===== src/rtl/regfile_wb_arbiter.sv =====
// Merges ALU and load writeback onto the register file write port; ALU wins unless the load FIFO head has starved.
// ALU: Regwrite 1 cycle after acceptance; loads: 2 cycles via the FIFO. lsu_ready drops when full; alu_ready drops when starved.
module regfile_wb_arbiter #(
    parameter int XLEN       = 32,
    parameter int AW         = 5,
    parameter int DEPTH      = 4,
    parameter int STARVE_MAX = 3
) (
    input  logic                     clk,
    input  logic                     rst_n,
    input  logic                     alu_valid,
    output logic                     alu_ready,
    input  logic [AW-1:0]            alu_rd,
    input  logic [XLEN-1:0]          alu_data,
    input  logic                     lsu_valid,
    output logic                     lsu_ready,
    input  logic [AW-1:0]            lsu_rd,
    input  logic [XLEN-1:0]          lsu_data,
    output logic                     Regwrite,
    output logic [AW-1:0]            writereg,
    output logic [XLEN-1:0]          Datawrite,
    input  logic [AW-1:0]            chk_rs1,
    input  logic [AW-1:0]            chk_rs2,
    output logic                     hz_rs1,
    output logic                     hz_rs2,
    output logic [$clog2(DEPTH):0]   fifo_level
);
    localparam int PW = $clog2(DEPTH);
    localparam int LW = PW + 1;
    localparam int SW = $clog2(STARVE_MAX + 1);

    logic [AW-1:0]   rd_mem  [DEPTH];
    logic [XLEN-1:0] dat_mem [DEPTH];

    logic [PW-1:0]   wptr_q, wptr_d;
    logic [PW-1:0]   rptr_q, rptr_d;
    logic [LW-1:0]   count_q, count_d;
    logic [SW-1:0]   starve_q, starve_d;
    logic            regwrite_q, regwrite_d;
    logic [AW-1:0]   writereg_q, writereg_d;
    logic [XLEN-1:0] datawrite_q, datawrite_d;

    logic fifo_empty;
    logic fifo_full;
    logic alu_acc;
    logic push;
    logic pop;

    assign fifo_empty = (count_q == '0);
    assign fifo_full  = (count_q == LW'(DEPTH));
    assign lsu_ready  = !fifo_full;
    assign alu_ready  = (starve_q != SW'(STARVE_MAX)) || fifo_empty;
    assign alu_acc    = alu_valid && alu_ready;
    // Loads to x0 complete the handshake but never occupy a slot.
    assign push       = lsu_valid && lsu_ready && (lsu_rd != '0);
    assign pop        = !alu_acc && !fifo_empty;

    always_comb begin
        wptr_d      = wptr_q;
        rptr_d      = rptr_q;
        count_d     = count_q;
        starve_d    = starve_q;
        regwrite_d  = 1'b0;
        writereg_d  = writereg_q;
        datawrite_d = datawrite_q;

        if (push) begin
            wptr_d = wptr_q + PW'(1);
        end
        if (pop) begin
            rptr_d = rptr_q + PW'(1);
        end
        case ({push, pop})
            2'b10:   count_d = count_q + LW'(1);
            2'b01:   count_d = count_q - LW'(1);
            default: count_d = count_q;
        endcase

        if (fifo_empty || pop) begin
            starve_d = '0;
        end else if (alu_acc && (starve_q != SW'(STARVE_MAX))) begin
            starve_d = starve_q + SW'(1);
        end

        // Address/data only move when a real write is launched, so an x0 ALU op leaves them held.
        if (alu_acc) begin
            regwrite_d = (alu_rd != '0);
            if (alu_rd != '0) begin
                writereg_d  = alu_rd;
                datawrite_d = alu_data;
            end
        end else if (pop) begin
            regwrite_d  = 1'b1;
            writereg_d  = rd_mem[rptr_q];
            datawrite_d = dat_mem[rptr_q];
        end
    end

    always_ff @(posedge clk) begin
        if (!rst_n) begin
            wptr_q      <= '0;
            rptr_q      <= '0;
            count_q     <= '0;
            starve_q    <= '0;
            regwrite_q  <= 1'b0;
            writereg_q  <= '0;
            datawrite_q <= '0;
        end else begin
            wptr_q      <= wptr_d;
            rptr_q      <= rptr_d;
            count_q     <= count_d;
            starve_q    <= starve_d;
            regwrite_q  <= regwrite_d;
            writereg_q  <= writereg_d;
            datawrite_q <= datawrite_d;
        end
    end

    always_ff @(posedge clk) begin
        if (push) begin
            rd_mem[wptr_q]  <= lsu_rd;
            dat_mem[wptr_q] <= lsu_data;
        end
    end

    logic          hit1;
    logic          hit2;
    logic [PW-1:0] offs;

    // An entry is live when its distance from the read pointer is below the count.
    always_comb begin
        hit1 = 1'b0;
        hit2 = 1'b0;
        offs = '0;
        for (int i = 0; i < DEPTH; i++) begin
            offs = PW'(i) - rptr_q;
            if ({1'b0, offs} < count_q) begin
                if (rd_mem[i] == chk_rs1) hit1 = 1'b1;
                if (rd_mem[i] == chk_rs2) hit2 = 1'b1;
            end
        end
    end

    assign hz_rs1 = (chk_rs1 != '0) && (hit1 || (regwrite_q && (writereg_q == chk_rs1)));
    assign hz_rs2 = (chk_rs2 != '0) && (hit2 || (regwrite_q && (writereg_q == chk_rs2)));

    assign Regwrite   = regwrite_q;
    assign writereg   = writereg_q;
    assign Datawrite  = datawrite_q;
    assign fifo_level = count_q;
endmodule


===== config.mk =====
export PLATFORM = sky130hd
export DESIGN_NAME = regfile_wb_arbiter
export DESIGN_NICKNAME = d
export VERILOG_FILES = /design/src/rtl/regfile_wb_arbiter.sv
export SDC_FILE = /design/constraint.sdc
export NUM_CORES = 1
export LEC_CHECK = 0
export CAP_MARGIN = 20
export CELL_PAD_IN_SITES_DETAIL_PLACEMENT = 0
export CELL_PAD_IN_SITES_GLOBAL_PLACEMENT = 2
export CORE_MARGIN = 2
export CORE_UTILIZATION = 41
export CTS_CLUSTER_SIZE = 30
export DETAILED_ROUTE_END_ITERATION = 16
export PLACE_DENSITY_LB_ADDON = 0.1
export SLEW_MARGIN = 30
export SYNTH_ARGS = -nofsm -noshare
export SYNTH_HDL_FRONTEND = slang
export SYNTH_SLANG_ARGS = --single-unit

===== constraint.sdc =====
create_clock -name clk -period 7.95 [get_ports clk]
set_clock_uncertainty 0.15 [all_clocks]
set_input_delay 1.59 -clock clk [delete_from_list [all_inputs] [get_ports clk]]
set_output_delay 1.59 -clock clk [all_outputs]
set_load 0.01 [all_outputs]

==> metrics.md, run 1 <==
| Metric | Value |
|---|---|
| Layout cells sized above 1 | between 15 and 20% |
| Xor/xnor share of the synthesized area | between 5 and 6% |
| Per-cell routed wire length | roughly 21 um |
| Die Y | ~150 um |
| Synth Area in Adders | 1.69% |
| Dpl cell area | slightly above 0.01 mm^2 |
| CTS root buffer | clkbuf_16 |
| Via count of the first global-routing pass | 5424 |
| Max Cap Viol | 0 |
| Hpwl dp | around 13000 um |
| Worst path required time | 6210 ps |
| Setup violators final | 0 |
| Min-Delay Path Class | reg2reg |
| Final min period | between 5000 and 6000 ps |
| Simple-gate portion of the synthesized area | between 10% and 20% |
| Logic pwr share | between 20% and 30% |
| Worst-path fanout max | 6 |
| Synthesized cell area | ~0.0086 mm^2 |
| Seq pwr share | between 40% and 50% |
| Net switching power | between 0.8 and 0.9 mW |
| Maximum root-to-sink buffer count | 2 |
| Net count after synthesis | ~670 |
| Reg clk slew, reported paths | around 80 ps |
| Worst Max-Slew Pin Slew | between 800 and 900 ps |
| Total wire length | roughly 21000 um |
| CTS-repair resized insts | 0 |
| Crit share post-route | between 60% and 70% |
| Setup ws final | approximately 2400 ps |
| Syn-to-layout area delta | 24.7% |
| H-Tree Depth | 4 |
| Global-route wire length before repair | ~32000 um |
| Startpoint types | input pin |
| Largest net degree at the start of global routing | 48 |
| Number of synthesized register bits | between 150 and 200 |
| Top cells by area, synth | edfxtp_1 (52%), dfxtp_1 (11%), mux4_2 (9.7%), o211a_1 (4.4%), nand3_1 (3.7%) |
| Gpl congestion | about 0.88 |
| Clock power frac | between 20% and 30% |
| Post-Syn Instances | approximately 570 |
| Mux cell area share after synthesis | a little under 10% |
| Synth cell count leaders | edfxtp_1 (148), nand3_1 (63), dfxtp_1 (49), nand2_1 (42), o211a_1 (38) |
| Row cnt | 52 |
| F_max | approximately 180 MHz |
| Design Area, Final | between 0.01 and 0.015 mm^2 |
| Largest delay share family, worst path | buffers and inverters |
| Vias/cell | around 5.4 |
| Yosys top cell by area | edfxtp_1 |
| Switch share | approximately 30% |
| Largest family of logic cells by synthesized area | simple AND/OR/NAND/NOR gates |
| # IOs | between 100 and 150 |
| Total number of yosys warnings | 0 |
| Leak Pwr | between 3 and 4 nW |
| CP cell instances | clkdlybuf4s50_1, xnor2_1, nand3_1, or4_1, nand3_1, o22a_1, clkdlybuf4s50_1 |
| Ys flop type | edfxtp_1 |
| Crit-path slowest cell | clkdlybuf4s50_1 |
| Post-synth top area share | approximately half |
| Fin. Hold Viols | 0 |
| Cts hold-fix bufs | 0 |
| Grt ovf | 0 |
| Compound-Gate Fraction of Synth Area | under 10% |
| FILL cells | between 1500 and 2000 |
| Post-synthesis sequential area ratio | 63.2% |
| Mapped Avg Cell Area | approximately 15 um^2 |
| PortBufs | 132 |
| Kind of critical path | in2out |
| Status | finished, final reports clean |
| DIE WIDTH | around 150 um |
| Core Region | approximately 0.020 mm^2 |
| RSZ-0062 raised after global routing | false |
| Detail Route Antenna Nets | 0 |
| Worst vdd ir | 0.160 mV |
| Setup TNS | 0 ps |
| CP Buf/Inv Count | 2 |
| Die ar. | about 0.022 mm^2 |
| Routed vias | between 5000 and 6000 |
| Sink Count | between 150 and 200 |
| Worst EP arrival | ~3800 ps |
| Initial Utilization | a little over two fifths |
| Slew Viols, Final | 0 |
| # Post-CTS Setup Buffers | 0 |
| Clk_lat worst skew | 430 ps |
| Critical Path Max Stage Delay | between 600 and 700 ps |
| Drt drc | 0 |
| Iteration count of the initial detailed-routing pass | 6 |
| CTS Buf Count | 17 |
| Power, Total | approximately 3 mW |
| Gr usage total | about 19% |
| Post-synth cell types | 40 |
| Antenna violations before repair | 1 |
| Async set-reset flop share out of synthesis | 0% |
| Util after Layout | 52.5% |
| CTS tree | built |
| Int Power | 2.08 mW |
| Fin nets | 789 |
| Count leader, synth | edfxtp_1 |
| Relative slew slack | roughly two fifths |
| Post-synth EDFFs | around 150 |
| DRT iter0 DRCs | 292 |
| Cell Pwr Density | around 280 mW/mm^2 |
| Worst Setup End Kind | primary output |
| Pre-CTS setup slack | 2430 ps |
[power by group through the flow]
stage	Combinational, mW	Clock, mW	Sequential (mW)
floorplan	0.517	0	1.35
global placement	0.792	0	1.36
detailed placement	0.795	0	1.36
CTS	0.800	0.865	1.34
global route	0.869	0.902	1.36
finish	0.786	0.839	1.34
[layout make-up]
type	count	area, um^2	share of cell area [%]
inverter	11	41.3	0.386
timing repair buffer	141	1400	13.1
clock buffer	18	429	4.01
antenna	1	2.50	0.0234
clock inverter	14	155	1.45
tap	270	338	3.16
sequential	197	5430	50.7
multi-input combinational	322	2900	27.1
[metrics by stage]
step | hold WS (ps) | instances
after detailed placement | 263 | 940
after global routing | 290 | 973
after CTS | 278 | 972
after global placement | 257 | 940
final | 275 | 974
after floorplan | 249 | 574
[layer usage]
layer / GRT usage (%) / wire length (um)
met5: 0 / 0
met4: 4.81 / 206
met3: 4.08 / 1050
met2: 31.6 / 9950
met1: 26.9 / 9440
[worst reg2reg max path: stages (launching register included)]
cell	delay (ps)
dfxtp_1	440
o31ai_4	290
buf_4	460
nand2_2	150
o22ai_4	440
buf_16	230
buf_4	480
nand3_1	160
o211a_1	160
[final timing paths]
| path | to | startpoint | slack [ps] | cells past startpoint |
|---|---|---|---|---|
| worst min-delay path | starve_q[0] | starve_q[0] | 280 | 1 |
| worst max register to register | Datawrite[9] | fifo_level[2] | 4900 | 8 |
| worst min register to register | starve_q[0] | starve_q[0] | 280 | 1 |
| worst max-delay path | hz_rs1 | chk_rs1[3] | 2420 | 7 |
[registers in the layout, summed over array words and instances (netlist names), named ones only]
register,flops
Regwrite,1
rd_mem,20
fifo_level,3
wptr_q,2
rptr_q,2
writereg,5
dat_mem,128
starve_q,2
Datawrite,32
[logic make-up (layout without fill, tap and decap cells)]
logic type / Yosys count / after routing
AO/OA/AOI/OAI: 53 / 53
XOR/XNOR: 56 / 56
adder cells (fa/ha/maj): 11 / 11
buffers and inverters: 55 / 184
flip-flops: 197 / 197
multiplexers: 37 / 37
other: 0 / 1
AND/OR/NAND/NOR: 165 / 165
[layout by cell type (no fill, tap or decap), types with 2 or more instances in the layout]
cell type        netlist  routed
a21boi_0               2       2
a21oi_1                2       2
and2_1                11       7
and2_2                 0       4
buf_4                  3       9
clkbuf_16              0      17
clkdlybuf4s50_1        0     130
clkinv_8               0       3
clkinvlp_4             0       2
dfxtp_1               49      47
edfxtp_1             148     148
ha_1                  10      10
inv_1                 11      11
inv_6                  0       3
inv_8                  0       5
mux4_2                37      37
nand2_1               42      41
nand2b_1               2       2
nand3_1               63      63
nand3_2               20      20
nand4_1                2       2
nor2_1                 5       5
nor2b_1                2       2
nor3_1                 3       3
nor4_1                 6       6
o211a_1               38      38
o21ai_0                2       2
o22ai_1                2       2
or4_1                  6       6
xnor2_1               28      28
xor2_1                28      28
Power figures use the tool's default switching activity.
==> run 2, diff against run 1 <==
Settings changed: CORE_UTILIZATION 41 to 38.
Clock period 7.95 ns to 5.16 ns, I/O delays scaled along.
==> run 2 against run 1 <==
  * Combinational power up 50%
  * Critical path type unchanged
  * Clock-buffer cell count unchanged
  * Setup slack worse by 1700 ps
  * Via count about the same
  * Sequential share of layout area down 0.11 points
  * Flip-flop and latch count unchanged
==> metrics.md, run 2 (synthesis results as in run 1) <==
| Metric | Value |
|---|---|
| Total wire length | between 20000 and 25000 um |
| Maximum root-to-sink buffer count | 2 |
| Cell Pwr Density | 431 mW/mm^2 |
| Sequential Area | about 0.0054 mm^2 |
| H-Tree Depth | 4 |
| Core Region | about 0.022 mm^2 |
| DIE WIDTH | approximately 150 um |
| Antenna violations before repair | 1 |
| Syn-to-layout area delta | 24.9% |
| Fin nets | around 800 |
| Setup violators final | 0 |
| FF-to-FF Start | fifo_level[2] |
| Die Y | about 150 um |
| Cts hold-fix bufs | 0 |
| Reg-to-reg slack, setup | 2320 ps |
| Kind of critical path | in2out |
| Max reg flops | 128 |
| CTS tree | built |
| Hold path cells | 1 |
| CTS root buffer | clkbuf_16 |
| Drt drc | 0 |
| Worst hold start | starve_q[0] |
| Gpl congestion | around 0.84 |
| Initial Utilization | 39.0% |
| Detail Route Antenna Nets | 0 |
| Largest net degree at the start of global routing | 76 |
| Gr usage total | between 15 and 20% |
| Per-cell routed wire length | approximately 21 um |
| Commonest non-fill, non-tap cell in the layout | edfxtp_1 |
| Global-route wire length before repair | between 30000 and 40000 um |
| Pre-CTS setup slack | between 700 and 800 ps |
| Routed vias | 5242 |
| Multi-input logic area | 0.00290 mm^2 |
| Vias/cell | about 5.3 |
| Worst hold path endpoint | starve_q[0] |
| Most frequent cells in the layout | edfxtp_1 (148), clkdlybuf4s50_1 (130), nand3_1 (63), dfxtp_1 (47), nand2_1 (41) |
| DRT iter0 DRCs | around 250 |
| Setup ws final | 726 ps |
| RSZ-0062 raised after global routing | false |
| Startpoint types | input pin |
| Worst Max-Slew Pin Slew | 870 ps |
| CTS-repair resized insts | 0 |
| Setup TNS | 0 ps |
| Most flop-heavy register | dat_mem |
| Min-Delay Path Class | reg2reg |
| Via count of the first global-routing pass | between 5000 and 6000 |
| # diodes | 0 |
| Slew Viols, Final | 0 |
| Worst vdd ir | approximately 0.21 mV |
| Reg clk slew, reported paths | ~70 ps |
| Relative slew slack | between 40% and 50% |
| Status | finished, final reports clean |
| Power, Total | between 4 and 5 mW |
| Row cnt | 54 |
| Worst EP arrival | between 3000 and 4000 ps |
| CTS Buf Count | 17 |
| Fin. Hold Viols | 0 |
| Leak Pwr | 3.94 nW |
| Final min period | 4430 ps |
| Sink Count | 197 |
| PortBufs | 132 |
| Clk_lat worst skew | around 430 ps |
| Hold Slack | ~300 ps |
| Max Cap Viol | 0 |
| Worst-path fanout max | 6 |
| FILL cells | about 2000 |
| # Post-CTS Setup Buffers | 0 |
| Hpwl dp | between 10000 and 15000 um |
| Worst Setup End Kind | primary output |
| Die ar. | between 0.02 and 0.025 mm^2 |
| Grt ovf | 0 |
| Layout cells sized above 1 | between 10% and 20% |
| Iteration count of the initial detailed-routing pass | 5 |
| F_max | 226 MHz |
| Crit share post-route | between 80% and 90% |
| Worst path required time | 3980 ps |
| # IOs | 133 |
| Reg2reg end | Datawrite[10] |
| Reg2reg path depth | 7 |
## run 2: where the power goes
group / internal [mW] / total, mW / switching [mW]
Combinational: 0.629 / 1.18 / 0.554
Clock: 0.714 / 1.35 / 0.632
Sequential: 1.92 / 2.09 / 0.165
## run 2: worst max path at each step
stage | cells past startpoint | end | slack (ps) | startpoint
finish | 7 | hz_rs1 | 730 | chk_rs1[4]
global route | 7 | hz_rs1 | 620 | chk_rs1[4]
CTS | 7 | hz_rs1 | 730 | chk_rs1[4]
detailed placement | 7 | hz_rs1 | 740 | chk_rs1[4]
global placement | 7 | hz_rs1 | 740 | chk_rs1[4]
floorplan | 6 | hz_rs1 | 1730 | chk_rs1[0]
## run 2: final cells by class
class / instances / area share [%]
flip-flops and latches: 197 / 50.6
multi-input cells: 322 / 27.1
repair buffers: 141 / 12.9
clock buffers: 18 / 4.10
well taps: 280 / 3.27
clock inverters: 14 / 1.63
inverters: 11 / 0.385
## run 2: worst max-delay path, cell delays in order
cell and delay, ps:
clkdlybuf4s50_1 680, xnor2_1 170, nand3_1 90, or4_1 500, nand3_1 110, o22a_1 130
clkdlybuf4s50_1 530
## run 2: stage by stage
stage / cell area (um^2) / utilization [%] / cells
2_1_floorplan: 8580 / - / 574
3_3_place_gp: 10100 / 45.9 / 951
3_5_place_dp: 10100 / 45.9 / 951
4_1_cts: 10700 / 48.7 / 983
5_1_grt: 10700 / 48.7 / 983
6_report: 10700 / 48.7 / 983
## run 2: metal layers
metal	global-route usage, %	wire length (um)	part of all wire, %	up-vias
li1	-	-	-	2409
met1	23.6	8990	43	2693
met2	32.6	10900	52	122
met3	3.28	868	4.1	18
met4	5.20	291	1.4	0
met5	0	0	0	-
